`src/rtl/lc3b_types.sv`:
```
// rtl/lc3b_types.sv - shared types and constants for the SLC-3 front-panel input stage
package lc3b_types;

  // Number of flops between an asynchronous pin and the first logic that looks at it.
  localparam int KEY_SYNC_STAGES = 2;

  // Per-button debounce state: stable in either level, or counting towards the other one.
  typedef enum logic [1:0] {
    STABLE_UP   = 2'd0,
    WAIT_DOWN   = 2'd1,
    STABLE_DOWN = 2'd2,
    WAIT_UP     = 2'd3
  } key_state_t;

endpackage

```
`src/rtl/key_debounce.sv`:
```
// rtl/key_debounce.sv - one button channel: synchroniser, debounce FSM, optional auto-repeat (KEY_REPEAT_EN)
module key_debounce
  import lc3b_types::*;
#(
  parameter int DEBOUNCE_CYCLES = 50000,
  parameter int CNT_W           = 16,
  parameter int REPEAT_DELAY    = 25000000,
  parameter int REPEAT_CYCLES   = 5000000
) (
  input  logic Clk,
  input  logic Reset,
  input  logic key_n_i,
  output logic level_o,
  output logic press_o,
  output logic release_o,
  output logic press_next_o
);

  localparam logic [CNT_W-1:0] CNT_LAST = CNT_W'(DEBOUNCE_CYCLES - 1);
  localparam logic [CNT_W-1:0] CNT_ONE  = CNT_W'(1);

  logic [KEY_SYNC_STAGES-1:0] sync_q;
  logic                       synced;
  key_state_t                 state_q, state_d;
  logic [CNT_W-1:0]           cnt_q, cnt_d;
  logic                       level_q, level_d;
  logic                       press_q, press_d;
  logic                       release_q, release_d;

`ifdef KEY_REPEAT_EN
  localparam int HOLD_MAX = (REPEAT_DELAY > REPEAT_CYCLES) ? REPEAT_DELAY : REPEAT_CYCLES;
  localparam int HOLD_W   = $clog2(HOLD_MAX + 1);
  localparam logic [HOLD_W-1:0] FIRST_LAST = HOLD_W'(REPEAT_DELAY - 1);
  localparam logic [HOLD_W-1:0] NEXT_LAST  = HOLD_W'(REPEAT_CYCLES - 1);
  localparam logic [HOLD_W-1:0] HOLD_ONE   = HOLD_W'(1);

  logic [HOLD_W-1:0] hold_q, hold_d;
  logic              first_q, first_d;
`else
  logic [31:0] unused_repeat_cfg;
  assign unused_repeat_cfg = REPEAT_DELAY ^ REPEAT_CYCLES;
`endif

  // Raw pin is active-low; the chain idles at 1 so reset looks like a released key.
  always_ff @(posedge Clk or negedge Reset) begin
    if (!Reset) begin
      sync_q <= '1;
    end else begin
      sync_q <= {sync_q[KEY_SYNC_STAGES-2:0], key_n_i};
    end
  end

  assign synced = sync_q[KEY_SYNC_STAGES-1];

  // State, counter and registered level/pulse outputs.
  always_ff @(posedge Clk or negedge Reset) begin
    if (!Reset) begin
      state_q   <= STABLE_UP;
      cnt_q     <= '0;
      level_q   <= 1'b0;
      press_q   <= 1'b0;
      release_q <= 1'b0;
`ifdef KEY_REPEAT_EN
      hold_q    <= '0;
      first_q   <= 1'b1;
`endif
    end else begin
      state_q   <= state_d;
      cnt_q     <= cnt_d;
      level_q   <= level_d;
      press_q   <= press_d;
      release_q <= release_d;
`ifdef KEY_REPEAT_EN
      hold_q    <= hold_d;
      first_q   <= first_d;
`endif
    end
  end

  // Next-state: a change commits only after DEBOUNCE_CYCLES consecutive synced samples.
  always_comb begin
    state_d   = state_q;
    cnt_d     = cnt_q;
    level_d   = level_q;
    press_d   = 1'b0;
    release_d = 1'b0;
`ifdef KEY_REPEAT_EN
    hold_d    = hold_q;
    first_d   = first_q;
`endif
    case (state_q)
      STABLE_UP: begin
        if (!synced) begin
          state_d = WAIT_DOWN;
          cnt_d   = CNT_ONE;
        end
      end
      WAIT_DOWN: begin
        if (synced) begin
          state_d = STABLE_UP;
          cnt_d   = '0;
        end else if (cnt_q == CNT_LAST) begin
          state_d = STABLE_DOWN;
          cnt_d   = '0;
          level_d = 1'b1;
          press_d = 1'b1;
`ifdef KEY_REPEAT_EN
          hold_d  = '0;
          first_d = 1'b1;
`endif
        end else begin
          cnt_d = cnt_q + CNT_ONE;
        end
      end
      STABLE_DOWN: begin
        if (synced) begin
          state_d = WAIT_UP;
          cnt_d   = CNT_ONE;
        end
`ifdef KEY_REPEAT_EN
        // Held: first repeat after REPEAT_DELAY, then every REPEAT_CYCLES.
        else if (hold_q == (first_q ? FIRST_LAST : NEXT_LAST)) begin
          press_d = 1'b1;
          hold_d  = '0;
          first_d = 1'b0;
        end else begin
          hold_d = hold_q + HOLD_ONE;
        end
`endif
      end
      WAIT_UP: begin
        if (!synced) begin
          state_d = STABLE_DOWN;
          cnt_d   = '0;
        end else if (cnt_q == CNT_LAST) begin
          state_d   = STABLE_UP;
          cnt_d     = '0;
          level_d   = 1'b0;
          release_d = 1'b1;
`ifdef KEY_REPEAT_EN
          hold_d    = '0;
          first_d   = 1'b1;
`endif
        end else begin
          cnt_d = cnt_q + CNT_ONE;
        end
      end
      default: begin
        state_d = STABLE_UP;
        cnt_d   = '0;
      end
    endcase
  end

  assign level_o      = level_q;
  assign press_o      = press_q;
  assign release_o    = release_q;
  assign press_next_o = press_d;

endmodule

```
`src/rtl/key_conditioner.sv`:
```
// rtl/key_conditioner.sv - front-panel button/switch conditioner for the SLC-3 (auto-repeat via KEY_REPEAT_EN)
module key_conditioner
  import lc3b_types::*;
#(
  parameter int N_KEYS          = 2,
  parameter int DEBOUNCE_CYCLES = 50000,
  parameter int CNT_W           = 16,
  parameter int REPEAT_DELAY    = 25000000,
  parameter int REPEAT_CYCLES   = 5000000
) (
  input  logic              Clk,
  input  logic              Reset,
  input  logic [N_KEYS-1:0] key_n,
  input  logic [15:0]       Switches_raw,
  output logic [N_KEYS-1:0] key_level,
  output logic [N_KEYS-1:0] key_press,
  output logic [N_KEYS-1:0] key_release,
  output logic [15:0]       Switches_sync,
  output logic [15:0]       Switches_snap
);

  logic [N_KEYS-1:0] press_next;
  logic [15:0]       sw_meta_q, sw_sync_q, snap_q;
  logic              unused_press_next;

  for (genvar g = 0; g < N_KEYS; g++) begin : g_key
    key_debounce #(
      .DEBOUNCE_CYCLES(DEBOUNCE_CYCLES),
      .CNT_W          (CNT_W),
      .REPEAT_DELAY   (REPEAT_DELAY),
      .REPEAT_CYCLES  (REPEAT_CYCLES)
    ) u_debounce (
      .Clk         (Clk),
      .Reset       (Reset),
      .key_n_i     (key_n[g]),
      .level_o     (key_level[g]),
      .press_o     (key_press[g]),
      .release_o   (key_release[g]),
      .press_next_o(press_next[g])
    );
  end

  // Only the Run channel drives the snapshot; the other look-ahead bits are spare.
  assign unused_press_next = ^press_next;

  // Two-flop switch synchroniser; snapshot loads on the edge that raises key_press[0].
  always_ff @(posedge Clk or negedge Reset) begin
    if (!Reset) begin
      sw_meta_q <= '0;
      sw_sync_q <= '0;
      snap_q    <= '0;
    end else begin
      sw_meta_q <= Switches_raw;
      sw_sync_q <= sw_meta_q;
      if (press_next[0]) begin
        snap_q <= sw_sync_q;
      end
    end
  end

  assign Switches_sync = sw_sync_q;
  assign Switches_snap = snap_q;

endmodule

```
`config.mk`:
```
export PLATFORM = sky130hd
export DESIGN_NAME = key_conditioner
export DESIGN_NICKNAME = d
export VERILOG_FILES = /design/src/rtl/lc3b_types.sv /design/src/rtl/key_debounce.sv /design/src/rtl/key_conditioner.sv
export SDC_FILE = /design/constraint.sdc
export NUM_CORES = 1
export LEC_CHECK = 0
export ABC_AREA = 1
export CAP_MARGIN = 30
export CORE_AREA = 2 2 77 152
export DETAILED_ROUTE_END_ITERATION = 10
export DIE_AREA = 0 0 79 154
export SETUP_SLACK_MARGIN = 0.5
export SYNTH_ARGS = -nofsm -noshare
export SYNTH_HDL_FRONTEND = slang
export SYNTH_SLANG_ARGS = --single-unit
```
`constraint.sdc`:
```
create_clock -name Clk -period 2.13 [get_ports Clk]
set_input_delay 0.3195 -clock Clk [delete_from_list [all_inputs] [get_ports Clk]]
set_output_delay 0.3195 -clock Clk [all_outputs]
set_load 0.01 [all_outputs]
```
==> out/qor.yml <==
drtPass1Iterations: 4
hold_viol: 0
status: "completed"
final.setup_skew_ns: 0.00848
mostFrequentLayoutCells: "126 x nand2_1, 90 x dfrtp_1, 52 x clkdlybuf4s50_1, 39 x inv_1, 30 x nand3_1"
placedCellCount: 609
met1_usage_pct: 15.6
clockRootBuffer: "clkbuf_16"
stdcell_count: 634
ant_nets: 0
grt_pass1_vias: 3101
end_kind: "flop"
grt_pass1_wl_mm: 14.4
worst-setup-path-type: "reg2reg"
finalSetupViolations: 0
fmax_ghz: 0.618
num_rows: 54
drv_cap: 0
slew_violations: 0
critPathLaunch: "g_key[0].u_debounce.cnt_q[0]"
hpwl_mm: 6.53
grt-busiest-layer: "met2"
cp.depth: 6
seq_area_frac_synth_pct: 60.9
arrival_ns: 1.84
cts_sinks: 94
cts_made_buffers: 9
relSlewSlack_pct: 68.4
antenna_found_initial: 0
pin_count: 58
finalSetupTns_ns: 0
powerDensity_nw_per_um2: 787
rrSetupSlack_ns: 0.51
fin_crit_sh_pct: 76.0
worstPathCellList: "ha_4, nand2_1, nor3_2, nand4_1, nand3_1, o21ai_0"
cts_tree: "built"
dieWidth_um: 79
area_growth_pct: 30.6
die_h_um: 154
cp_slowest_stage_delay_ns: 0.45
grt_use_met3_pct: 3.17
worst_pin_slew_ns: 0.471
drt_iter0_drc: 144
drt-vias-per-instance: 4.79
cp_num_buf_inv: 0
grt.overflow.total: 0
drive_gt1_share_pct: 11.3
fp.coreArea_sq_um: 10900
num_antenna_cells: 0
die_area_sq_um: 12200
r2r_cells: 6
syn-num-nets: 439
post-route-util_pct: 46.2
nets: 511
mostFrequentLayoutCell: "nand2_1"
vias: 3037
grt.total_usage_pct: 15.3
wl_per_cell_um: 13.9
yosys.area.top_type_share_pct: 58.2
worst_skew_pair.late_latency_ns: 0.34
synth_area_per_cell_sq_um: 9.28
synth_cells: 417
place_congestion: 0.894
slowest_stage: "dfrtp_1"
clkTransAtPathRegs_ns: 0.07
critPathRequiredTime_ns: 2.35
portBuffers: 57
drcViolationCount: 0
rr_endpoint: "g_key[0].u_debounce.cnt_q[12]"
synth_seq_cells: 94
cp_max_fo: 5
gr-usage-met2_pct: 28.4
synth_area_leader_cell: "dfrtp_1"
clk_path_buf_depth: 2
min_path_type: "reg2reg"
synthDistinctLibCells: 32
htreeDepth: 3
crit_path_end: "g_key[0].u_debounce.cnt_q[12]"
r2r_start: "g_key[0].u_debounce.cnt_q[0]"
hold_path.startpoint: "sw_meta_q[12]"
drt_wl_total_mm: 8.82
crit_family: "simple AND/OR/NAND/NOR gates"
syn_area_sq_um: 3870
grt_max_degree: 44
vdd_drop_max_mv: 0.510
period_needed_ns: 1.62
ys_warn_count: 0
start_util_pct: 35.4
rsz0062_at_grt: "true"
startpoint_type: "flop"
p_leak_nw: 2.35
synth_area_leaders: "dfrtp_1 58%, nand2_1 12%, nand3_1 4.0%, inv_1 3.8%, o21ai_0 3.5%"
[Yosys cell counts]
cell / number
nor3_2: 1
dfstp_2: 4
nor2_8: 1
inv_2: 3
nand2_2: 2
buf_2: 2
a21oi_2: 1
nor2_4: 1
a21oi_1: 8
o21ai_0: 27
nor3_1: 6
nor2_2: 2
o211ai_1: 1
xnor2_1: 2
nor2_1: 29
inv_1: 39
nand2_4: 2
buf_4: 6
inv_6: 1
buf_12: 1
nand2_1: 127
nand4_1: 8
a21boi_0: 1
a31oi_1: 2
clkbuf_1: 1
xor2_1: 5
ha_1: 2
clkinv_1: 1
o21ai_1: 4
o22ai_1: 6
nand3_1: 31
dfrtp_1: 90
[logic make-up after synthesis]
family / after synthesis / synth area share, %
AND/OR/NAND/NOR: 210 / 23.5
XOR/XNOR: 7 / 1.58
AO/OA/AOI/OAI: 50 / 6.95
adder cells (fa/ha/maj): 2 / 0.646
buffers and inverters: 54 / 6.43
flip-flops: 94 / 60.9
[worst min path at each step]
stage	cells after the start	end
6_report	0	Switches_sync[12]
5_1_grt	0	Switches_sync[0]
4_1_cts	0	Switches_sync[12]
3_5_place_dp	1	g_key[1].u_debounce.cnt_q[9]
3_3_place_gp	1	g_key[1].u_debounce.cnt_q[13]
2_1_floorplan	0	Switches_snap[0]
[per-layer routing]
metal / vias to the layer above / share of wire, %
met5: - / 0
met2: 74 / 57
met1: 1468 / 36
met3: 20 / 3.7
met4: 0 / 3.1
li1: 1475 / -
[sequential cells by signal, summed over array words and instances (netlist names), named ones only]
| signal | cells |
|---|---|
| g_key.u_debounce.cnt_q | 32 |
| g_key.u_debounce.sync_q | 4 |
| g_key.u_debounce.release_o | 2 |
| sw_meta_q | 16 |
| g_key.u_debounce.state_q | 2 |
| Switches_snap | 16 |
| g_key.u_debounce.level_o | 2 |
| g_key.u_debounce.press_o | 2 |
| Switches_sync | 16 |
[worst register-to-register path: cells and delay by family (launching register included)]
kind / cells / cell delay (ns)
flip-flops: 1 / 0.45
AND/OR/NAND/NOR: 4 / 0.78
AO/OA/AOI/OAI: 1 / 0.09
adder cells (fa/ha/maj): 1 / 0.19
[metrics by stage]
step	area, sq um	power [mW]	setup WS, ns	hold WS, ns
after floorplan	3870	2.16	0.569	0.0239
after global placement	4590	2.36	0.465	0.284
after detailed placement	4590	2.37	0.373	0.289
after CTS	4940	4.00	0.507	0.351
after global routing	5050	4.18	0.408	0.356
final	5050	3.98	0.511	0.351
[where the power goes]
group | switching [mW] | internal, mW
sequential | 0.0609 | 1.86
clock | 0.766 | 0.842
combinational | 0.264 | 0.183
total | 1.09 | 2.89
[area by class of cell]
cell class	instances	area, sq um
Clock buffer	9	225
Timing Repair Buffer	71	702
Sequential cell	94	2360
Fill cell	1057	5890
Multi-Input combinational cell	269	1330
Inverter	44	178
Tap cell	140	175
Clock inverter	7	86.3
[what timing repair did]
| item | CTS | global route |
|---|---|---|
| hold buffers | 1 | 0 |
| setup endpoints to repair | 27 | 41 |
| resized for setup | 7 | 14 |
| buffers inserted | 0 | 8 |
| hold endpoints to repair | 27 | 0 |
| pin swaps | 1 | 4 |
Note: power is estimated with default switching activity, not from simulation.
